## config.mk

```make
export PLATFORM = sky130hd
export DESIGN_NAME = mux4_rr_arbiter
export DESIGN_NICKNAME = d
export VERILOG_FILES = /design/src/rtl/mux4_rr_arbiter.sv
export SDC_FILE = /design/constraint.sdc
export NUM_CORES = 1
export LEC_CHECK = 0
export ABC_AREA = 1
export BUFFER_PORTS_ARGS = -buffer_cell sky130_fd_sc_hd__buf_2
export CAP_MARGIN = 20
export CORE_MARGIN = 8
export CORE_UTILIZATION = 55
export CTS_BUF_LIST = sky130_fd_sc_hd__clkbuf_4 sky130_fd_sc_hd__clkbuf_8
export CTS_CLUSTER_SIZE = 10
export DETAILED_ROUTE_END_ITERATION = 10
export PLACE_DENSITY = 0.79
export SLEW_MARGIN = 20
export SYNTH_ARGS = -nofsm -noshare
export SYNTH_HDL_FRONTEND = slang
export SYNTH_SLANG_ARGS = --single-unit
```

## constraint.sdc

```tcl
create_clock -name clk -period 4 [get_ports clk]
set_input_delay 0 -clock clk [delete_from_list [all_inputs] [get_ports clk]]
set_output_delay 0 -clock clk [all_outputs]
set_load 0.01 [all_outputs]
```

## src/rtl/mux4_rr_arbiter.sv

```systemverilog


module mux4_rr_arbiter #(
    parameter int MAX_HOLD = 8
) (
    input  logic       clk,
    input  logic       rst_n,
    input  logic [3:0] req,
    output logic [3:0] gnt,
    output logic       s1,
    output logic       s0,
    output logic       valid
);
    typedef enum logic {IDLE, GRANT} state_t;

    state_t     state_q, state_d;
    logic [3:0] gnt_q, gnt_d;
    logic [1:0] sel_q, sel_d;
    logic [1:0] owner_q, owner_d;
    logic [1:0] last_q, last_d;
    logic [7:0] hold_cnt, hold_d;

    logic [2:0] pick_all;
    logic [2:0] pick_others;
    logic [3:0] req_others;
    logic       release_now;

    // Returns {found, index}; search runs base+1, base+2, base+3, base (mod 4).
    // Iterating from the far end lets the nearest match overwrite the result.
    function automatic logic [2:0] rr_pick(input logic [3:0] r, input logic [1:0] base);
        logic [1:0] idx;
        rr_pick = 3'b000;
        for (int k = 4; k >= 1; k--) begin
            idx = base + 2'(k);
            if (r[idx]) rr_pick = {1'b1, idx};
        end
    endfunction

    assign req_others  = req & ~(4'b0001 << owner_q);
    assign pick_all    = rr_pick(req, last_q);
    assign pick_others = rr_pick(req_others, last_q);
    assign release_now = !req[owner_q] || (hold_cnt == 8'(MAX_HOLD - 1));

    always_ff @(posedge clk or negedge rst_n) begin
        if (!rst_n) begin
            state_q  <= IDLE;
            gnt_q    <= 4'b0000;
            sel_q    <= 2'b00;
            owner_q  <= 2'd0;
            last_q   <= 2'd3;
            hold_cnt <= 8'd0;
        end else begin
            state_q  <= state_d;
            gnt_q    <= gnt_d;
            sel_q    <= sel_d;
            owner_q  <= owner_d;
            last_q   <= last_d;
            hold_cnt <= hold_d;
        end
    end

    always_comb begin
        state_d = state_q;
        gnt_d   = gnt_q;
        sel_d   = sel_q;
        owner_d = owner_q;
        last_d  = last_q;
        hold_d  = hold_cnt;
        case (state_q)
            IDLE: begin
                if (pick_all[2]) begin
                    state_d = GRANT;
                    gnt_d   = 4'b0001 << pick_all[1:0];
                    sel_d   = pick_all[1:0];
                    owner_d = pick_all[1:0];
                    last_d  = pick_all[1:0];
                    hold_d  = 8'd0;
                end
            end
            GRANT: begin
                if (!release_now) begin
                    hold_d = hold_cnt + 8'd1;
                end else if (pick_others[2]) begin
                    gnt_d   = 4'b0001 << pick_others[1:0];
                    sel_d   = pick_others[1:0];
                    owner_d = pick_others[1:0];
                    last_d  = pick_others[1:0];
                    hold_d  = 8'd0;
                end else if (req[owner_q]) begin
                    // Sole requester hit the hold limit: re-grant it in place.
                    hold_d = 8'd0;
                end else begin
                    state_d = IDLE;
                    gnt_d   = 4'b0000;
                    hold_d  = 8'd0;
                end
            end
            default: state_d = IDLE;
        endcase
    end

    assign gnt        = gnt_q;
    assign {s1, s0}   = sel_q;
    assign valid      = |gnt_q;
endmodule

```

## Word level (Yosys, flattened, before mapping)

Index checks and enable logic that the tools add are counted.

- Flip-flop bits (word level): 17
- Input port bits: 6
- Word-level logic and storage cells: 73

- $add $sub $neg: 4
- Order comparisons: 5
- Equality and inequality tests: 5
- Shifts and indexed selects: 3
- Mux-type cells: 43
- Bitwise gates (word level): 3
- Reduce and logical (&&, ||, !) cells: 5

Operators with widths:

| cell | count |
|---|---|
| 3-bit 2-to-1 mux | 8 |
| 1-bit binary-select mux with 2-bit select | 9 |
| 4-bit 2-to-1 mux | 4 |
| 8-bit 2-to-1 mux | 2 |
| 8-bit case mux with 2 select lines | 1 |
| 2-bit by 3-bit less-than comparator with 1-bit output (second input constant) | 5 |
| 1-bit 2-to-1 mux | 13 |
| 1-bit by 2-bit left shift with 4-bit output (first input constant) | 3 |
| 8-bit by 1-bit adder with 8-bit output (second input constant) | 1 |
| 8-bit by 3-bit equality test with 1-bit output (second input constant) | 1 |
| 4-bit case mux with 2 select lines | 1 |
| 2-bit 2-to-1 mux | 3 |
| 3-bit AND reduction | 2 |
| 2-bit adder (second input constant) | 2 |
| 4-bit AND | 1 |
| 2-bit by 1-bit != test with 1-bit output (second input constant) | 2 |
| 4-bit NOT | 1 |
| 2-bit case mux with 2 select lines | 1 |
| 4-bit OR reduction | 1 |
| 3-bit != test (second input constant) | 1 |
| 2-bit by 1-bit adder with 2-bit output (second input constant) | 1 |
| 2-bit != test (second input constant) | 1 |
| 1-bit case mux with 2 select lines | 1 |
| 1-bit zero test | 1 |
| other kinds (2) | 2 |

## Depth between registers and ports, before layout

Gate-level depths: netlist of the first run.

- Word-level depth: 13
- Depth in mapped cells: 14
- Depth with buffers taken out: 14

## Worst setup path before layout of the first run

OpenSTA, ideal clock, no wires.

- Path kind: reg2reg
- Start: register last_q[0]
- End: register owner_q[0]
- Library setup time: 0.124 ns
- Data arrival time: 1.516 ns
- Data required time: 3.876 ns
- Setup slack: 2.360 ns
- Cell stages (with the launch flop): 14
- Path buffers: 2
- Period minus slack after synthesis: 1.640 ns
- Cells stage by stage: dfstp_2 -> buf_6 -> buf_8 -> nand3_2 -> nand2_2 -> nand2_1 -> nand2_1 -> inv_1 -> nand2_2 -> nand3_1 -> nand2_2 -> nor2_4 -> o21ai_1 -> nand2_1

- Cells in the longest elaborated chain, start to end: 9

Ends and longest elaborated chain:

| item | line | source |
|---|---|---|
| from (decl) | 20 | `logic [1:0] last_q, last_d;` |
| from (signal assigned) | 57 | `last_q <= last_d;` |
| 2-bit adder / 1-bit binary-select mux with 2-bit select (equally long branches) | 34, 35 |  |
| 1-bit binary-select mux with 2-bit select / 1-bit 2-to-1 mux (equally long branches) | 35 | `if (r[idx]) rr_pick = {1'b1, idx};` |
| 1-bit 2-to-1 mux (implied by the code) / 3-bit 2-to-1 mux (equally long branches) | 35 |  |
| 3-bit 2-to-1 mux (3 in series) | 35 |  |
| 2-bit 2-to-1 mux | 83 | `end else if (pick_others[2]) begin` |
| 2-bit 2-to-1 mux | 81 | `if (!release_now) begin` |
| 2-bit case mux with 2 select lines | 69 | `case (state_q)` |
| to (signal assigned) | 56 | `owner_q <= owner_d;` |
| to (decl) | 19 | `logic [1:0] owner_q, owner_d;` |

Parallel ways exist; a longest one is shown, timed or not. The select of a mux whose other input is x is not followed.
A chain may end at the register's enable or synchronous reset.

## Worst setup path in the final report of the first run

Same ends and word-level chain as after synthesis.

==> results.py, run 1 <==
metrics = {
    "route": {
        "drc": 0,
        "drtIter0Drc": 55,
        "dr.max_layer_used": "met4",
        "ant_nets": 0,
        "wl_met1_mm": 1.26,
        "detail_route.wl_per_cell_microns": 12.3,
        "wl_met2_mm": 1.60,
        "drt_wl_total_mm": 3.00,
        "route.met3.wl_microns": 86,
        "vias_per_cell": 5.46,
        "via_count": 1327,
        "dr.pass1.iters": 4,
    },
    "critical_path": {
        "max_stage_delay_ps": 770,
        "arrival_ps": 2170,
        "cpMaxStageDelayCell": "dfstp_2",
        "reg2reg_slack_ps": 1990,
        "crit_start": "last_q[0]",
        "end_kind": "register",
        "r2r-start": "last_q[0]",
        "crit_path_start_kind": "register",
        "cpMostUsedCell": "o21ai_1",
        "worst_ep_required_time_ps": 4170,
        "crit_chain": "o21ai_1 > nor3_2 > nand3_2 > and2_4 > o21ai_2 > inv_2 > o21ai_1 > nand2_1",
        "cp_max_fo": 18,
        "crit_type": "register to register",
    },
    "place": {
        "placed_area_sq_mm": 0.00140,
        "placedCellCount": 238,
        "gp_congestion": 0.894,
        "io_buffers": 12,
        "dp_hpwl_mm": 2.42,
        "dp_worst_setup_slack_ps": 2040,
    },
    "clocking": {
        "post_cts_resized": 0,
        "clk_latency_ps": 280,
        "clock_sinks": 17,
        "clockBufferDepth": 2,
        "path_clk_slew_ps": 90,
        "root_buffer": "clkbuf_4",
        "h-tree-depth": 1,
        "numCtsBuffers": 3,
        "cts_tree": "done",
    },
    "timing": {
        "finalSetupTns_ps": 0,
        "setup_viol": 0,
        "hold_ws_ps": 159,
        "fin_ws_ps": 1990,
        "fmax_ghz": 0.498,
        "slew_violations": 0,
        "fin_crit_sh": 0.502,
        "rsz0062_at_grt": "false",
        "finClkSkew_ps": 0.590,
        "layout_min_cycle_time_ps": 2010,
        "relSlewSlack": 0.759,
        "worst_slew_pin_slew_ps": 359,
        "hold_viol": 0,
    },
    "logic_synthesis": {
        "yosysWarnings": 0,
        "ys.flop_type": "dfrtp_1",
        "synth-seq-area-share": 0.322,
        "syn-instance-count": 198,
        "synth_edf_count": 0,
        "ys_types": 35,
        "synth_area_per_cell_sq_um": 6.72,
        "syn-num-nets": 205,
        "synth.area.top_cells": "dfrtp_1, nand2_1, inv_1",
        "synth_area_sq_mm": 0.00133,
        "async_flop_share": 1.00,
        "synth_top_area_frac": 0.282,
        "ys_seq_elements": 17,
        "yosys.area.top_type": "dfrtp_1",
    },
    "die": {
        "die_h_microns": 65.2,
        "ios": 13,
        "fp.dieArea_sq_mm": 0.00425,
        "start_util": 0.557,
        "std_cell_rows": 18,
        "core_sq_mm": 0.00239,
        "die_w_microns": 65.2,
    },
    "cells_and_area": {
        "area_growth_pct": 8.37,
        "final_common_cell": "nand2_1",
        "finalNetCount": 221,
        "diodes": 0,
        "utilization": 0.604,
        "drive_gt1_frac": 0.197,
        "fin_area_sq_mm": 0.00144,
        "stdcell_count": 243,
        "nFillCells": 234,
        "layout_common_cells": "nand2_1, inv_1, nor2_1",
    },
    "job": {
        "maxCapViolCount": 0,
    },
    "run_status": {
        "status": "completed",
    },
    "power_and_ir_drop": {
        "total_power_mw": 1.32,
        "combPwrFrac": 0.681,
        "leakagePower_nw": 0.763,
        "peakVddDrop_uv": 720,
        "p_seq_frac": 0.247,
        "switchingPower_mw": 0.719,
        "swShare": 0.543,
        "clockPowerShare": 0.072,
        "intPower_mw": 0.604,
        "pwr_density_cell_mw_per_mm2": 918,
    },
    "worst_hold_path": {
        "hold_class": "input pin to async pin",
    },
    "global_route": {
        "track_usage": 0.150,
        "first_global_vias": 1312,
        "antenna_found_initial": 0,
        "grt_max_degree": 19,
        "grt_pass1_wl_mm": 5.33,
        "grt-ovfl-total": 0,
    },
}
==> cells by family (layout without fill, tap and decap cells) <==
family | after synthesis | in the layout | share of synthesized area
flip-flops | 17 | 17 | 0.322
AND/OR/NAND/NOR | 122 | 122 | 0.428
buffers and inverters | 29 | 44 | 0.0978
adder cells (fa/ha/maj) | 1 | 1 | 0.00941
XOR/XNOR | 3 | 3 | 0.0198
AO/OA/AOI/OAI | 26 | 26 | 0.123
==> metal layers <==
metal  vias up  GRT usage
li1        672          -
met1       613      0.166
met2        38      0.280
met3         4    0.00850
met4         0     0.0763
met5         -          0
==> registers in the layout (all words and copies together) (netlist names) <==
signal / flops
state_q: 1
last_q: 2
owner_q: 2
gnt: 4
hold_cnt: 8
==> worst max-delay path, delay by kind of cell (launching register included) <==
| family | cells | cell delay (ps) |
|---|---|---|
| AO/OA/AOI/OAI | 3 | 410 |
| flip-flops | 1 | 770 |
| buffers and inverters | 1 | 80 |
| AND/OR/NAND/NOR | 4 | 630 |
==> final cells by class <==
class	instances	area, sq um	share of cell area
repair buffers	13	70.1	0.0486
inverters	27	104	0.0720
multi-input cells	152	772	0.536
clock buffers	4	30.0	0.0208
flip-flops and latches	17	428	0.297
well taps	30	37.5	0.0260
==> Yosys cell counts, types with 2 or more instances <==
cell	number
a21oi_1	4
a21oi_2	3
dfrtp_1	15
dfstp_2	2
inv_1	22
inv_2	4
nand2_1	66
nand2_2	6
nand2_4	2
nand3_1	15
nand3_2	3
nand4_1	4
nor2_1	17
o21ai_0	7
o21ai_1	3
o22ai_1	4
xor2_1	3
==> path summary, 6_finish.rpt <==
kind / end / cells after the start
worst min-delay path: hold_cnt[3] / 2
max in group asynchronous: last_q[0] / 2
min in group clk: hold_cnt[7] / 6
worst max-delay path: owner_q[0] / 8
worst max register to register: owner_q[0] / 8
worst min register to register: gnt[3] / 2
==> power by group through the flow <==
stage / registers, mW / clock network [mW] / logic (mW)
after floorplan: 0.303 / 0 / 0.746
final: 0.327 / 0.0952 / 0.901
after global routing: 0.338 / 0.104 / 1.02
after global placement: 0.325 / 0 / 0.872
after CTS: 0.326 / 0.0979 / 0.901
after detailed placement: 0.328 / 0 / 0.898
==> what timing repair did <==
action,in CTS,in global routing
buffers inserted,0,0
hold buffers,1,0
hold endpoints to repair,17,0
endpoints found under the setup margin,0,0
(Power assumes the default switching activity.)
==> run 2: changes to the inputs <==
ABC_AREA = 0   (was 1)
CORE_UTILIZATION = 54   (was 55)
PLACE_DENSITY = 0.81   (was 0.79)
clock period = 1.8 ns   (was 4 ns; I/O delays follow)
==> run 2 against run 1 <==
Against the previous run: the flow now finishes with violations (setup timing); total power up 86%; clock skew grew 8.4 ps; count of clock-buffer cells in the layout down 1; largest power group unchanged.
==> results.py, run 2 <==
metrics = {
    "logic_synthesis": {
        "synth_area_sq_mm": 0.00123,
        "async_flop_share": 1.00,
        "yosys.area.top_type": "dfrtp_1",
        "synth_edf_count": 0,
        "synth-seq-area-share": 0.348,
        "ys_seq_elements": 17,
        "synth_top_area_frac": 0.305,
        "synth_area_per_cell_sq_um": 8.38,
        "ys_types": 49,
        "yosysWarnings": 0,
        "synth.area.top_cells": "dfrtp_1, o21ai_0, nand2b_1",
        "ys.flop_type": "dfrtp_1",
        "ys_top_cells_by_count": "dfrtp_1, o21ai_0, nand2_1",
        "syn-instance-count": 147,
        "syn-num-nets": 154,
    },
    "clocking": {
        "numCtsBuffers": 3,
        "clockBufferDepth": 2,
        "path_clk_slew_ps": 110,
        "cts_tree": "done",
        "clk_latency_ps": 300,
        "root_buffer": "clkbuf_4",
        "h-tree-depth": 1,
        "clock_sinks": 17,
    },
    "cells_and_area": {
        "largest_register_ffs": 8,
        "nFillCells": 159,
        "fin_area_sq_mm": 0.00161,
        "finalNetCount": 193,
        "top_register": "hold_cnt",
        "diodes": 0,
        "stdcell_count": 213,
        "area_growth_pct": 30.9,
        "utilization": 0.736,
        "drive_gt1_frac": 0.373,
        "layout_common_cells": "buf_4, nand2_1, dfrtp_1",
        "final_common_cell": "buf_4",
    },
    "route": {
        "ant_nets": 0,
        "drtIter0Drc": 80,
        "dr.pass1.iters": 4,
        "vias_per_cell": 6.01,
        "drt_wl_total_mm": 3.39,
        "drc": 0,
        "via_count": 1280,
        "detail_route.wl_per_cell_microns": 15.9,
    },
    "timing": {
        "slew_violations": 0,
        "setup_viol": 9,
        "finClkSkew_ps": 8.96,
        "fmax_ghz": 0.514,
        "rsz0062_at_grt": "true",
        "finalSetupTns_ps": -852,
        "layout_min_cycle_time_ps": 1940,
        "hold_ws_ps": 28.8,
        "fin_crit_sh": 1.08,
        "hold_viol": 0,
        "relSlewSlack": 0.734,
        "fin_ws_ps": -144,
        "worst_slew_pin_slew_ps": 399,
    },
    "critical_path": {
        "crit_path_start_kind": "register",
        "crit_chain": "or4_4 > o311ai_4 > nand2b_1 > or2_4 > a211oi_2 > a21o_1",
        "arrival_ps": 2200,
        "crit_start": "hold_cnt[7]",
        "worst_ep_required_time_ps": 2050,
        "cp_max_fo": 6,
        "cpMaxStageDelayCell": "or4_4",
        "crit_type": "register to register",
        "max_stage_delay_ps": 550,
        "r2r_cells": 6,
        "end_kind": "register",
        "r2r-start": "hold_cnt[7]",
    },
    "die": {
        "ios": 13,
        "die_h_microns": 63.8,
        "core_sq_mm": 0.00219,
        "start_util": 0.562,
        "fp.dieArea_sq_mm": 0.00406,
        "die_w_microns": 63.8,
        "std_cell_rows": 17,
    },
    "global_route": {
        "first_global_vias": 1237,
        "grt-ovfl-total": 0,
        "grt_pass1_wl_mm": 5.54,
        "antenna_found_initial": 0,
        "grt_max_degree": 18,
        "track_usage": 0.164,
    },
    "place": {
        "placedCellCount": 201,
        "dp_hpwl_mm": 2.30,
        "gp_congestion": 0.868,
        "placed_area_sq_mm": 0.00148,
        "io_buffers": 12,
    },
    "worst_hold_path": {
        "hold_class": "input pin to register",
        "min_from": "req[3]",
        "min_path_cells": 2,
    },
    "job": {
        "maxCapViolCount": 0,
    },
    "run_status": {
        "status": "complete, but fails checks",
        "failed_checks": "setup timing",
    },
    "power_and_ir_drop": {
        "peakVddDrop_uv": 821,
        "pwr_density_cell_mw_per_mm2": 1530,
        "leakagePower_nw": 0.732,
    },
}
run 2: changes by cell type after synthesis, moves of 8 or more:
cell,change
clkbuf_1,+8
inv_1,-20
nand2_1,-52
nand2b_1,+8
nand3_1,-11
o21ai_0,+8
run 2: worst max-delay path: cells and delay by family, from the launching register on:
family	cells	cell delay (ps)
simple gates	3	930
compound gates	3	580
flops	1	400
run 2: worst paths after layout:
path                               end  slack, ps
setup / recovery             last_q[0]       -140
hold / removal                 state_q         30
setup reg to reg             last_q[0]       -140
hold reg to reg            hold_cnt[0]        540
max in group asynchronous    last_q[0]       1340
min in group asynchronous       gnt[3]        140
run 2: cells by family after synthesis:
kind of cell,Yosys count,share of synthesized area
xor gates and xnor gates,2,0.0142
buffers and inverters,13,0.0427
and+or+nand+nor,64,0.288
muxes,2,0.0264
AOI/OAI and AO/OA,48,0.271
adders and majority gates,1,0.0102
DFF,17,0.348
run 2: metrics by stage:
step | setup slack, ps | total power, mW
final | -144 | 2.46
after global routing | -230 | 2.63
after CTS | -136 | 2.38
after detailed placement | -204 | 2.00
after global placement | -123 | 1.94
after floorplan | -161 | 1.48
run 2: cell type report:
cell class                 count  area [sq um]  share of cell area
multi-input combinational    117           803               0.498
sequential                    17           430               0.267
timing repair buffer          45           308               0.191
tap                           28          35.0              0.0217
clock buffer                   3          22.5              0.0140
inverter                       2          7.51             0.00466
clock inverter                 1          5.00             0.00311
run 2: metal layers:
layer,track usage,share of wire
met5,0,0
met4,0.0446,0.0035
met3,0.0470,0.047
met2,0.294,0.54
met1,0.185,0.41
run 2: where the power goes:
group	internal [mW]	switching, mW	total, mW
logic	0.818	0.734	1.55
registers	0.527	0.169	0.696
clock network	0.0828	0.129	0.212
total	1.43	1.03	2.46
run 2: what timing repair did:
item | CTS | global route
gates cloned | 0 | 0
resized for setup | 14 | 7
endpoints found under the hold margin | 17 | 0
pin swaps | 0 | 1
hold buffers | 1 | 0
buffers inserted | 6 | 2
setup endpoints to repair | 12 | 16
